**config.mk**
```make
export PLATFORM = sky130hd
export DESIGN_NAME = mem_arbiter_flat
export DESIGN_NICKNAME = d
export VERILOG_FILES = /design/src/rtl/mem_arbiter_if.sv /design/src/rtl/mem_arbiter.sv /design/src/flat_wrapper.sv
export SDC_FILE = /design/constraint.sdc
export NUM_CORES = 1
export LEC_CHECK = 0
export ABC_AREA = 0
export BUFFER_PORTS_ARGS = -buffer_cell sky130_fd_sc_hd__buf_2
export CORE_ASPECT_RATIO = 0.8
export CORE_UTILIZATION = 40
export DETAILED_ROUTE_END_ITERATION = 16
export HOLD_SLACK_MARGIN = 0.15
export PLACE_DENSITY = 0.78
export SETUP_SLACK_MARGIN = 0.2
export SYNTH_ARGS = -nofsm -noshare
export SYNTH_HDL_FRONTEND = slang
export SYNTH_SLANG_ARGS = --single-unit
export TNS_END_PERCENT = 1
```
**constraint.sdc**
```tcl
create_clock -name clk -period 2.3 [get_ports clk]
set_input_delay 0 -clock clk [delete_from_list [all_inputs] [get_ports clk]]
set_output_delay 0 -clock clk [all_outputs]
set_load 0.01 [all_outputs]
```
**src/rtl/mem_arbiter_if.sv**
```systemverilog
// Two-port request bus plus the shared data-memory bus of the arbiter.
// The slave modport is the arbiter's view; master is the requesters/memory side.
interface mem_arbiter_if #(
  parameter int ADDR_W = 32,
  parameter int DATA_W = 32
);
  logic              p0_req;
  logic              p0_we;
  logic [ADDR_W-1:0] p0_addr;
  logic [DATA_W-1:0] p0_wdata;
  logic              p0_gnt;
  logic              p0_done;
  logic              p0_err;
  logic [DATA_W-1:0] p0_rdata;

  logic              p1_req;
  logic              p1_we;
  logic [ADDR_W-1:0] p1_addr;
  logic [DATA_W-1:0] p1_wdata;
  logic              p1_gnt;
  logic              p1_done;
  logic              p1_err;
  logic [DATA_W-1:0] p1_rdata;

  logic [ADDR_W-1:0] mem_address;
  logic [DATA_W-1:0] mem_write_data;
  logic              mem_write;
  logic              mem_read;
  logic [DATA_W-1:0] mem_read_data;

  modport slave (
    input  p0_req, p0_we, p0_addr, p0_wdata,
    output p0_gnt, p0_done, p0_err, p0_rdata,
    input  p1_req, p1_we, p1_addr, p1_wdata,
    output p1_gnt, p1_done, p1_err, p1_rdata,
    output mem_address, mem_write_data, mem_write, mem_read,
    input  mem_read_data
  );

  modport master (
    output p0_req, p0_we, p0_addr, p0_wdata,
    input  p0_gnt, p0_done, p0_err, p0_rdata,
    output p1_req, p1_we, p1_addr, p1_wdata,
    input  p1_gnt, p1_done, p1_err, p1_rdata,
    input  mem_address, mem_write_data, mem_write, mem_read,
    output mem_read_data
  );
endinterface

```
**src/rtl/mem_arbiter.sv**
```systemverilog
// Round-robin arbiter sharing one data memory between two ports.
// Each access runs IDLE -> ACCESS -> RESP; misaligned addresses are
// rejected with err instead of touching memory.
module mem_arbiter #(
  parameter int ADDR_W = 32,
  parameter int DATA_W = 32
) (
  input logic          clk,
  input logic          rst,
  mem_arbiter_if.slave bus
);

  typedef enum logic [1:0] {
    IDLE   = 2'd0,
    ACCESS = 2'd1,
    RESP   = 2'd2
  } state_t;

  state_t            state;
  logic              last_port;
  logic              sel_port;
  logic              pick;
  logic              lat_we;
  logic [ADDR_W-1:0] lat_addr;
  logic [DATA_W-1:0] lat_wdata;
  logic              aligned;

  logic              p0_gnt_q, p1_gnt_q;
  logic              p0_done_q, p1_done_q;
  logic              p0_err_q, p1_err_q;
  logic [DATA_W-1:0] p0_rdata_q, p1_rdata_q;

  assign aligned = (lat_addr[1:0] == 2'b00);

  // On a tie the port not served last wins; otherwise the lone requester wins.
  assign pick = (bus.p0_req && bus.p1_req) ? ~last_port : bus.p1_req;

  assign bus.p0_gnt   = p0_gnt_q;
  assign bus.p1_gnt   = p1_gnt_q;
  assign bus.p0_done  = p0_done_q;
  assign bus.p1_done  = p1_done_q;
  assign bus.p0_err   = p0_err_q;
  assign bus.p1_err   = p1_err_q;
  assign bus.p0_rdata = p0_rdata_q;
  assign bus.p1_rdata = p1_rdata_q;

  // Memory bus is live only in ACCESS; enables also drop during reset so an
  // interrupted access can never commit.
  always_comb begin
    bus.mem_address    = '0;
    bus.mem_write_data = '0;
    bus.mem_write      = 1'b0;
    bus.mem_read       = 1'b0;
    if (state == ACCESS) begin
      bus.mem_address    = lat_addr;
      bus.mem_write_data = lat_wdata;
      bus.mem_write      = lat_we && aligned && !rst;
      bus.mem_read       = !lat_we && aligned && !rst;
    end
  end

  // Arbitration FSM with registered handshake outputs and read-data capture.
  always_ff @(posedge clk) begin
    if (rst) begin
      state      <= IDLE;
      last_port  <= 1'b1;
      sel_port   <= 1'b0;
      lat_we     <= 1'b0;
      lat_addr   <= '0;
      lat_wdata  <= '0;
      p0_gnt_q   <= 1'b0;
      p1_gnt_q   <= 1'b0;
      p0_done_q  <= 1'b0;
      p1_done_q  <= 1'b0;
      p0_err_q   <= 1'b0;
      p1_err_q   <= 1'b0;
      p0_rdata_q <= '0;
      p1_rdata_q <= '0;
    end else begin
      case (state)
        IDLE: begin
          if (bus.p0_req || bus.p1_req) begin
            sel_port  <= pick;
            last_port <= pick;
            lat_we    <= pick ? bus.p1_we    : bus.p0_we;
            lat_addr  <= pick ? bus.p1_addr  : bus.p0_addr;
            lat_wdata <= pick ? bus.p1_wdata : bus.p0_wdata;
            p0_gnt_q  <= ~pick;
            p1_gnt_q  <= pick;
            state     <= ACCESS;
          end
        end
        ACCESS: begin
          p0_gnt_q <= 1'b0;
          p1_gnt_q <= 1'b0;
          if (sel_port) begin
            p1_done_q <= 1'b1;
            p1_err_q  <= ~aligned;
            if (!lat_we && aligned) p1_rdata_q <= bus.mem_read_data;
          end else begin
            p0_done_q <= 1'b1;
            p0_err_q  <= ~aligned;
            if (!lat_we && aligned) p0_rdata_q <= bus.mem_read_data;
          end
          state <= RESP;
        end
        RESP: begin
          p0_done_q <= 1'b0;
          p1_done_q <= 1'b0;
          p0_err_q  <= 1'b0;
          p1_err_q  <= 1'b0;
          state     <= IDLE;
        end
        default: state <= IDLE;
      endcase
    end
  end

endmodule
```
**src/flat_wrapper.sv**
```systemverilog
// flat-port wrapper written by rule: the top's interface ports become plain ports
module mem_arbiter_flat 
#(
  parameter int ADDR_W = 32,
  parameter int DATA_W = 32
)
  (clk, rst, bus_p0_req, bus_p0_we, bus_p0_addr, bus_p0_wdata, bus_p0_gnt, bus_p0_done, bus_p0_err, bus_p0_rdata, bus_p1_req, bus_p1_we, bus_p1_addr, bus_p1_wdata, bus_p1_gnt, bus_p1_done, bus_p1_err, bus_p1_rdata, bus_mem_address, bus_mem_write_data, bus_mem_write, bus_mem_read, bus_mem_read_data);
  mem_arbiter_if #(.ADDR_W(ADDR_W), .DATA_W(DATA_W)) bus_i ();
  input logic clk;
  input logic rst;
  input wire logic [$bits(bus_i.p0_req)-1:0] bus_p0_req;
  input wire logic [$bits(bus_i.p0_we)-1:0] bus_p0_we;
  input wire logic [$bits(bus_i.p0_addr)-1:0] bus_p0_addr;
  input wire logic [$bits(bus_i.p0_wdata)-1:0] bus_p0_wdata;
  output wire logic [$bits(bus_i.p0_gnt)-1:0] bus_p0_gnt;
  output wire logic [$bits(bus_i.p0_done)-1:0] bus_p0_done;
  output wire logic [$bits(bus_i.p0_err)-1:0] bus_p0_err;
  output wire logic [$bits(bus_i.p0_rdata)-1:0] bus_p0_rdata;
  input wire logic [$bits(bus_i.p1_req)-1:0] bus_p1_req;
  input wire logic [$bits(bus_i.p1_we)-1:0] bus_p1_we;
  input wire logic [$bits(bus_i.p1_addr)-1:0] bus_p1_addr;
  input wire logic [$bits(bus_i.p1_wdata)-1:0] bus_p1_wdata;
  output wire logic [$bits(bus_i.p1_gnt)-1:0] bus_p1_gnt;
  output wire logic [$bits(bus_i.p1_done)-1:0] bus_p1_done;
  output wire logic [$bits(bus_i.p1_err)-1:0] bus_p1_err;
  output wire logic [$bits(bus_i.p1_rdata)-1:0] bus_p1_rdata;
  output wire logic [$bits(bus_i.mem_address)-1:0] bus_mem_address;
  output wire logic [$bits(bus_i.mem_write_data)-1:0] bus_mem_write_data;
  output wire logic [$bits(bus_i.mem_write)-1:0] bus_mem_write;
  output wire logic [$bits(bus_i.mem_read)-1:0] bus_mem_read;
  input wire logic [$bits(bus_i.mem_read_data)-1:0] bus_mem_read_data;
  assign bus_i.p0_req = bus_p0_req;
  assign bus_i.p0_we = bus_p0_we;
  assign bus_i.p0_addr = bus_p0_addr;
  assign bus_i.p0_wdata = bus_p0_wdata;
  assign bus_p0_gnt = bus_i.p0_gnt;
  assign bus_p0_done = bus_i.p0_done;
  assign bus_p0_err = bus_i.p0_err;
  assign bus_p0_rdata = bus_i.p0_rdata;
  assign bus_i.p1_req = bus_p1_req;
  assign bus_i.p1_we = bus_p1_we;
  assign bus_i.p1_addr = bus_p1_addr;
  assign bus_i.p1_wdata = bus_p1_wdata;
  assign bus_p1_gnt = bus_i.p1_gnt;
  assign bus_p1_done = bus_i.p1_done;
  assign bus_p1_err = bus_i.p1_err;
  assign bus_p1_rdata = bus_i.p1_rdata;
  assign bus_mem_address = bus_i.mem_address;
  assign bus_mem_write_data = bus_i.mem_write_data;
  assign bus_mem_write = bus_i.mem_write;
  assign bus_mem_read = bus_i.mem_read;
  assign bus_i.mem_read_data = bus_mem_read_data;
  mem_arbiter #(.ADDR_W(ADDR_W), .DATA_W(DATA_W)) u_core (.clk(clk), .rst(rst), .bus(bus_i));
endmodule
```
## Word-level counts from Yosys, hierarchy flattened

Cells that the tools add are included.

- Register bits after elaboration: 139
- Input bits: 166
- Output and inout bits: 136
- Word-level logic and storage cells: 63

- Equality and inequality tests: 5
- Multiplexer cells: 22
- Bitwise operators: 4
- Reduce and logical (&&, ||, !) cells: 18

Operators by type and width:

| cell | count |
|---|---|
| $mux W32 | 4 |
| $pmux W1 S2 | 6 |
| $mux W1 | 10 |
| $reduce_and A2 Y1 | 4 |
| $reduce_and A3 Y1 | 2 |
| $logic_and A1 B1 Y1 | 5 |
| $logic_not A2 Y1 | 2 |
| $ne A2 B1 Y1 const B | 2 |
| $not A1 Y1 | 4 |
| $pmux W2 S2 | 1 |
| $reduce_bool A2 Y1 | 2 |
| $eq A2 B1 Y1 const B | 1 |
| $eq A2 B2 Y1 const B | 1 |
| $logic_not A1 Y1 | 2 |
| $mux W2 | 1 |
| $ne A2 B2 Y1 const B | 1 |
| $logic_or A1 B1 Y1 | 1 |

## Logic depth before layout (Yosys ltp)

- Word-level depth: 5
- Gate-level depth with buffers: 6
- Gate-level depth less buffers: 3

## Worst setup path before layout

No wires, ideal clock.

- Kind: flip-flop to flip-flop
- From: register u_core.lat_we
- To: register u_core.p0_rdata_q[10] (netlist: u_core.bus.p0_rdata[10])
- Setup time: 0.072 ns
- Arrival: 1.638 ns
- Data required time: 2.228 ns
- Path slack: 0.591 ns
- Cell stages (with the launch flop): 6
- Clock period less this slack: 1.709 ns
- Cell sequence: dfxtp_1 or3_1 buf_2 nor3_2 buf_6 mux2i_1

- Word-level cells in the longest chain between the ends: 3

RTL lines:

| element | line | text |
|---|---|---|
| from (decl) | mem_arbiter.sv:23 | `logic lat_we;` |
| from (signal assigned) | mem_arbiter.sv:85 | `lat_we <= pick ? bus.p1_we : bus.p0_we;` |
| $logic_not A1 Y1 | mem_arbiter.sv:103 | `if (!lat_we && aligned) p0_rdata_q <= bus.mem_read_data;` |
| $logic_and A1 B1 Y1 | mem_arbiter.sv:103 |  |
| $reduce_and A3 Y1 (no line) | -- |  |
| to (signal assigned) | mem_arbiter.sv:103 |  |
| to (decl) | mem_arbiter.sv:31 | `logic [DATA_W-1:0] p0_rdata_q, p1_rdata_q;` |

No other way between the ends.
A chain may end at the register's enable or synchronous reset.

## Worst setup path after layout

- From: register u_core.state[1]
- To: register u_core.lat_wdata[30]

- Word-level cells in the longest chain between the ends: 2

RTL lines:

| element | line | text |
|---|---|---|
| from (decl) | mem_arbiter.sv:19 | `state_t state;` |
| from (signal assigned) | mem_arbiter.sv:65 | `state <= IDLE;` |
| from (signal assigned) | mem_arbiter.sv:90 | `state <= ACCESS;` |
| from (signal assigned) | mem_arbiter.sv:105 | `state <= RESP;` |
| $logic_not A2 Y1 | mem_arbiter.sv:80 | `case (state)` |
| $reduce_and A2 Y1 (no line) | -- |  |
| to (signal assigned) | mem_arbiter.sv:87 | `lat_wdata <= pick ? bus.p1_wdata : bus.p0_wdata;` |
| to (decl) | mem_arbiter.sv:25 | `logic [DATA_W-1:0] lat_wdata;` |

No other way between the ends.

==> flow_metrics.py <==
metrics = {
    "setup_path": {
        "worstPathRequired_ps": 2600,
        "critical_path_buf_inv_count": 2,
        "critPathArrivalTime_ps": 2330,
        "r2r-end": "u_core.lat_wdata[30]",
        "path_class": "register to register",
        "cp_slowest_cell": "dlygate4sd3_1",
        "max_stage_delay_ps": 600,
        "reg2reg_slack_ps": 270,
        "rr_worst_depth": 5,
        "cp-end-kind": "register",
        "cp_top_family": "buffers and inverters",
        "r2r_start": "u_core.state[1]",
        "crit_fanout": 17,
        "critical_path.cell_chain": "or2_2 > nor2_4 > buf_12 > a311oi_1 > dlygate4sd3_1",
        "start_kind": "register",
    },
    "sta": {
        "period_share_pct": 88.4,
        "finalSetupTns_ps": 0,
        "hold_viol_final": 0,
        "fin_crit_ps": 2030,
        "setup_viol": 0,
        "worst_slack_ps": 267,
        "max_slew.worst_pin.slew_ps": 789,
        "final_max_slew_viol_count": 0,
        "fmax_ghz": 0.492,
        "rsz0062_at_grt": "no",
        "slew_headroom_pct": 47.4,
        "finClkSkew_ps": 9.48,
    },
    "routing": {
        "drt-vias-per-instance": 5.34,
        "remaining_drc_errors": 0,
        "firstDrtPassIters": 6,
        "antenna_left": 0,
        "vias": 7450,
        "wl_per_cell_um": 17.3,
        "wl_mm": 24.1,
        "drt_iter0_drc": 620,
    },
    "global_routing": {
        "grt.total_usage_pct": 28.4,
        "grt_pass1_wl_mm": 36.4,
        "antenna_found_initial": 3,
        "grt_max_degree": 108,
        "grt_pass1_vias": 7386,
        "grt_overflow_total": 0,
    },
    "synthesis": {
        "synthFlopType": "dfxtp_1",
        "synth_edf_count": 0,
        "synthTopCellsByCount": "139 x dfxtp_1, 131 x nand2_1, 99 x nand2b_1",
        "synth_area_um2": 6400,
        "netlist_instances": 740,
        "synthTopCellsByArea": "dfxtp_1 43%, mux2i_1 10%, nand2b_1 9.7%",
        "synth_cell_types": 29,
        "seq_area_frac_synth_pct": 43.5,
        "synth_largest_area_cell": "dfxtp_1",
        "syn_area_per_cell_um2": 8.65,
        "synthArstFlopShare_pct": 0,
        "synth_most_common_cell": "dfxtp_1",
        "yosys_warnings": 0,
        "synth_nets": 906,
        "yosysTopAreaCellShare_pct": 43.5,
        "ys_ff_latch": 139,
    },
    "floorplanning": {
        "rows": 40,
        "fp.dieW_um": 143,
        "die_area_um2": 16500,
        "io_pins": 302,
        "start_util_pct": 41.8,
        "core-area_um2": 15300,
        "die_h_um": 115,
    },
    "worst_hold_path": {
        "hp-start": "rst",
        "hold_end": "u_core.bus.p0_err",
        "min_path_cells": 2,
        "hold_path.class": "primary input to register",
    },
    "power_and_ir_drop": {
        "p_sw_share_pct": 28.7,
        "p_comb_share_pct": 20.1,
        "p_seq_share_pct": 38.8,
        "peakVddDrop_v": 0.000529,
        "p_sw_uw": 2000,
        "p_leak_uw": 0.00495,
        "p_int_uw": 4970,
        "pwr-share-clk_pct": 41.1,
        "p_per_area_nw_per_um2": 671,
    },
    "cells_and_area": {
        "final_util_pct": 67.9,
        "syn_to_final_growth_pct": 62.5,
        "nets": 1336,
        "final_cells": 1395,
        "layout-drive-gt1-share_pct": 30.3,
    },
    "clocking": {
        "cts_tree": "yes",
        "h-tree-depth": 4,
        "ctsLongestPathBuffers": 2,
        "clk_pin_slew_ps": 60,
        "clock-root-buffer": "clkbuf_16",
        "clock_sinks": 139,
        "clock_latency_ps": 420,
        "numCtsBuffers": 17,
    },
    "outcome": {
        "status": "finished, final reports clean",
    },
    "place": {
        "dp_cells": 1193,
        "gp_congestion": 0.786,
        "place_ws_ps": 599,
        "dpl.hpwl_mm": 12.8,
        "io_buffers": 301,
    },
    "job": {
        "drv_cap": 0,
    },
}
==> worst max-delay path by stage <==
stage	start	end	slack, ps	cells after the start
final	u_core.state[1]	u_core.lat_wdata[30]	270	5
after floorplan	u_core.lat_we	u_core.bus.p0_rdata[10]	590	5
after global placement	u_core.lat_we	u_core.bus.p1_rdata[1]	640	4
after global routing	u_core.state[1]	u_core.lat_wdata[15]	190	5
after CTS	u_core.state[1]	u_core.lat_wdata[17]	210	5
after detailed placement	u_core.lat_we	u_core.bus.p1_rdata[6]	600	4
==> layout make-up <==
cell class	count	area (um^2)
Tap cell	210	263
Timing Repair Buffer	483	3400
Fill cell	1092	4920
Antenna cell	2	5.00
Clock inverter	14	178
Clock buffer	18	439
Multi-Input combinational cell	529	3330
Sequential cell	139	2780
==> cell usage in the layout, fill, tap and decap left out, types with 2 or more instances in the layout <==
cell	netlist	routed
nor3_1	3	3
nand2b_1	99	99
buf_12	0	6
a311oi_1	65	65
buf_2	6	300
nor2_4	0	2
buf_4	2	10
a21oi_1	68	68
mux2i_1	64	64
bufinv_16	0	2
diode_2	0	2
or3_1	4	4
a31oi_1	2	2
clkbuf_16	0	19
dlygate4sd3_1	0	165
nand2_1	131	131
nand3b_1	4	4
or2_2	2	2
and2_1	64	64
clkinv_4	0	3
inv_6	0	6
o21ai_0	4	4
nand3_1	4	4
dfxtp_1	139	139
nor2_1	7	5
inv_8	0	2
==> repair_timing <==
| action | CTS | global route |
|---|---|---|
| endpoints found under the setup margin | 0 | 18 |
| buffers inserted | 0 | 1 |
| resized for setup | 0 | 0 |
| hold endpoints to repair | 134 | 0 |
| hold buffers | 165 | 0 |
==> per-stage QoR <==
| step | area, um^2 | power, uW | hold slack, ps |
|---|---|---|---|
| 4_1_cts | 10300 | 6900 | 203 |
| 6_report | 10400 | 6970 | 231 |
| 3_5_place_dp | 8060 | 3810 | 271 |
| 2_1_floorplan | 6400 | 3380 | 160 |
| 3_3_place_gp | 8060 | 3790 | 268 |
| 5_1_grt | 10400 | 7250 | 241 |
==> flip-flops by register name, indices dropped and copies added, names as in the netlist, 2 cells and up <==
register,flops
u_core.bus.p0_rdata,32
u_core.bus.p1_rdata,32
u_core.lat_addr,32
u_core.lat_wdata,32
u_core.state,2
==> power groups by stage <==
stage | Clock, uW | Combinational (uW) | Sequential [uW]
6_report | 2870 | 1400 | 2700
5_1_grt | 3020 | 1510 | 2720
4_1_cts | 2900 | 1310 | 2690
3_5_place_dp | 0 | 1060 | 2740
3_3_place_gp | 0 | 1050 | 2740
2_1_floorplan | 0 | 646 | 2730
==> per-layer routing <==
metal  wire, um  up-vias  part of all wire, %  global-route usage [%]
met5         45        -                 0.19                       0
met4       1100        2                  4.6                    16.8
met3       2260      109                  9.4                    8.66
met2      11400      472                   47                    47.9
met1       9280     3449                   38                    31.7
li1           -     3418                    -                       -
==> logic make-up (layout without fill, tap and decap cells) <==
| kind of cell | count (synthesis) | count (layout) | share of synthesized area, % |
|---|---|---|---|
| other cells | 0 | 2 | 0 |
| simple gates | 322 | 322 | 26.2 |
| flops | 139 | 139 | 43.5 |
| mux | 64 | 64 | 10.0 |
| buf+inv | 72 | 515 | 4.99 |
| compound gates | 143 | 143 | 15.3 |
(Power assumes the default switching activity.)
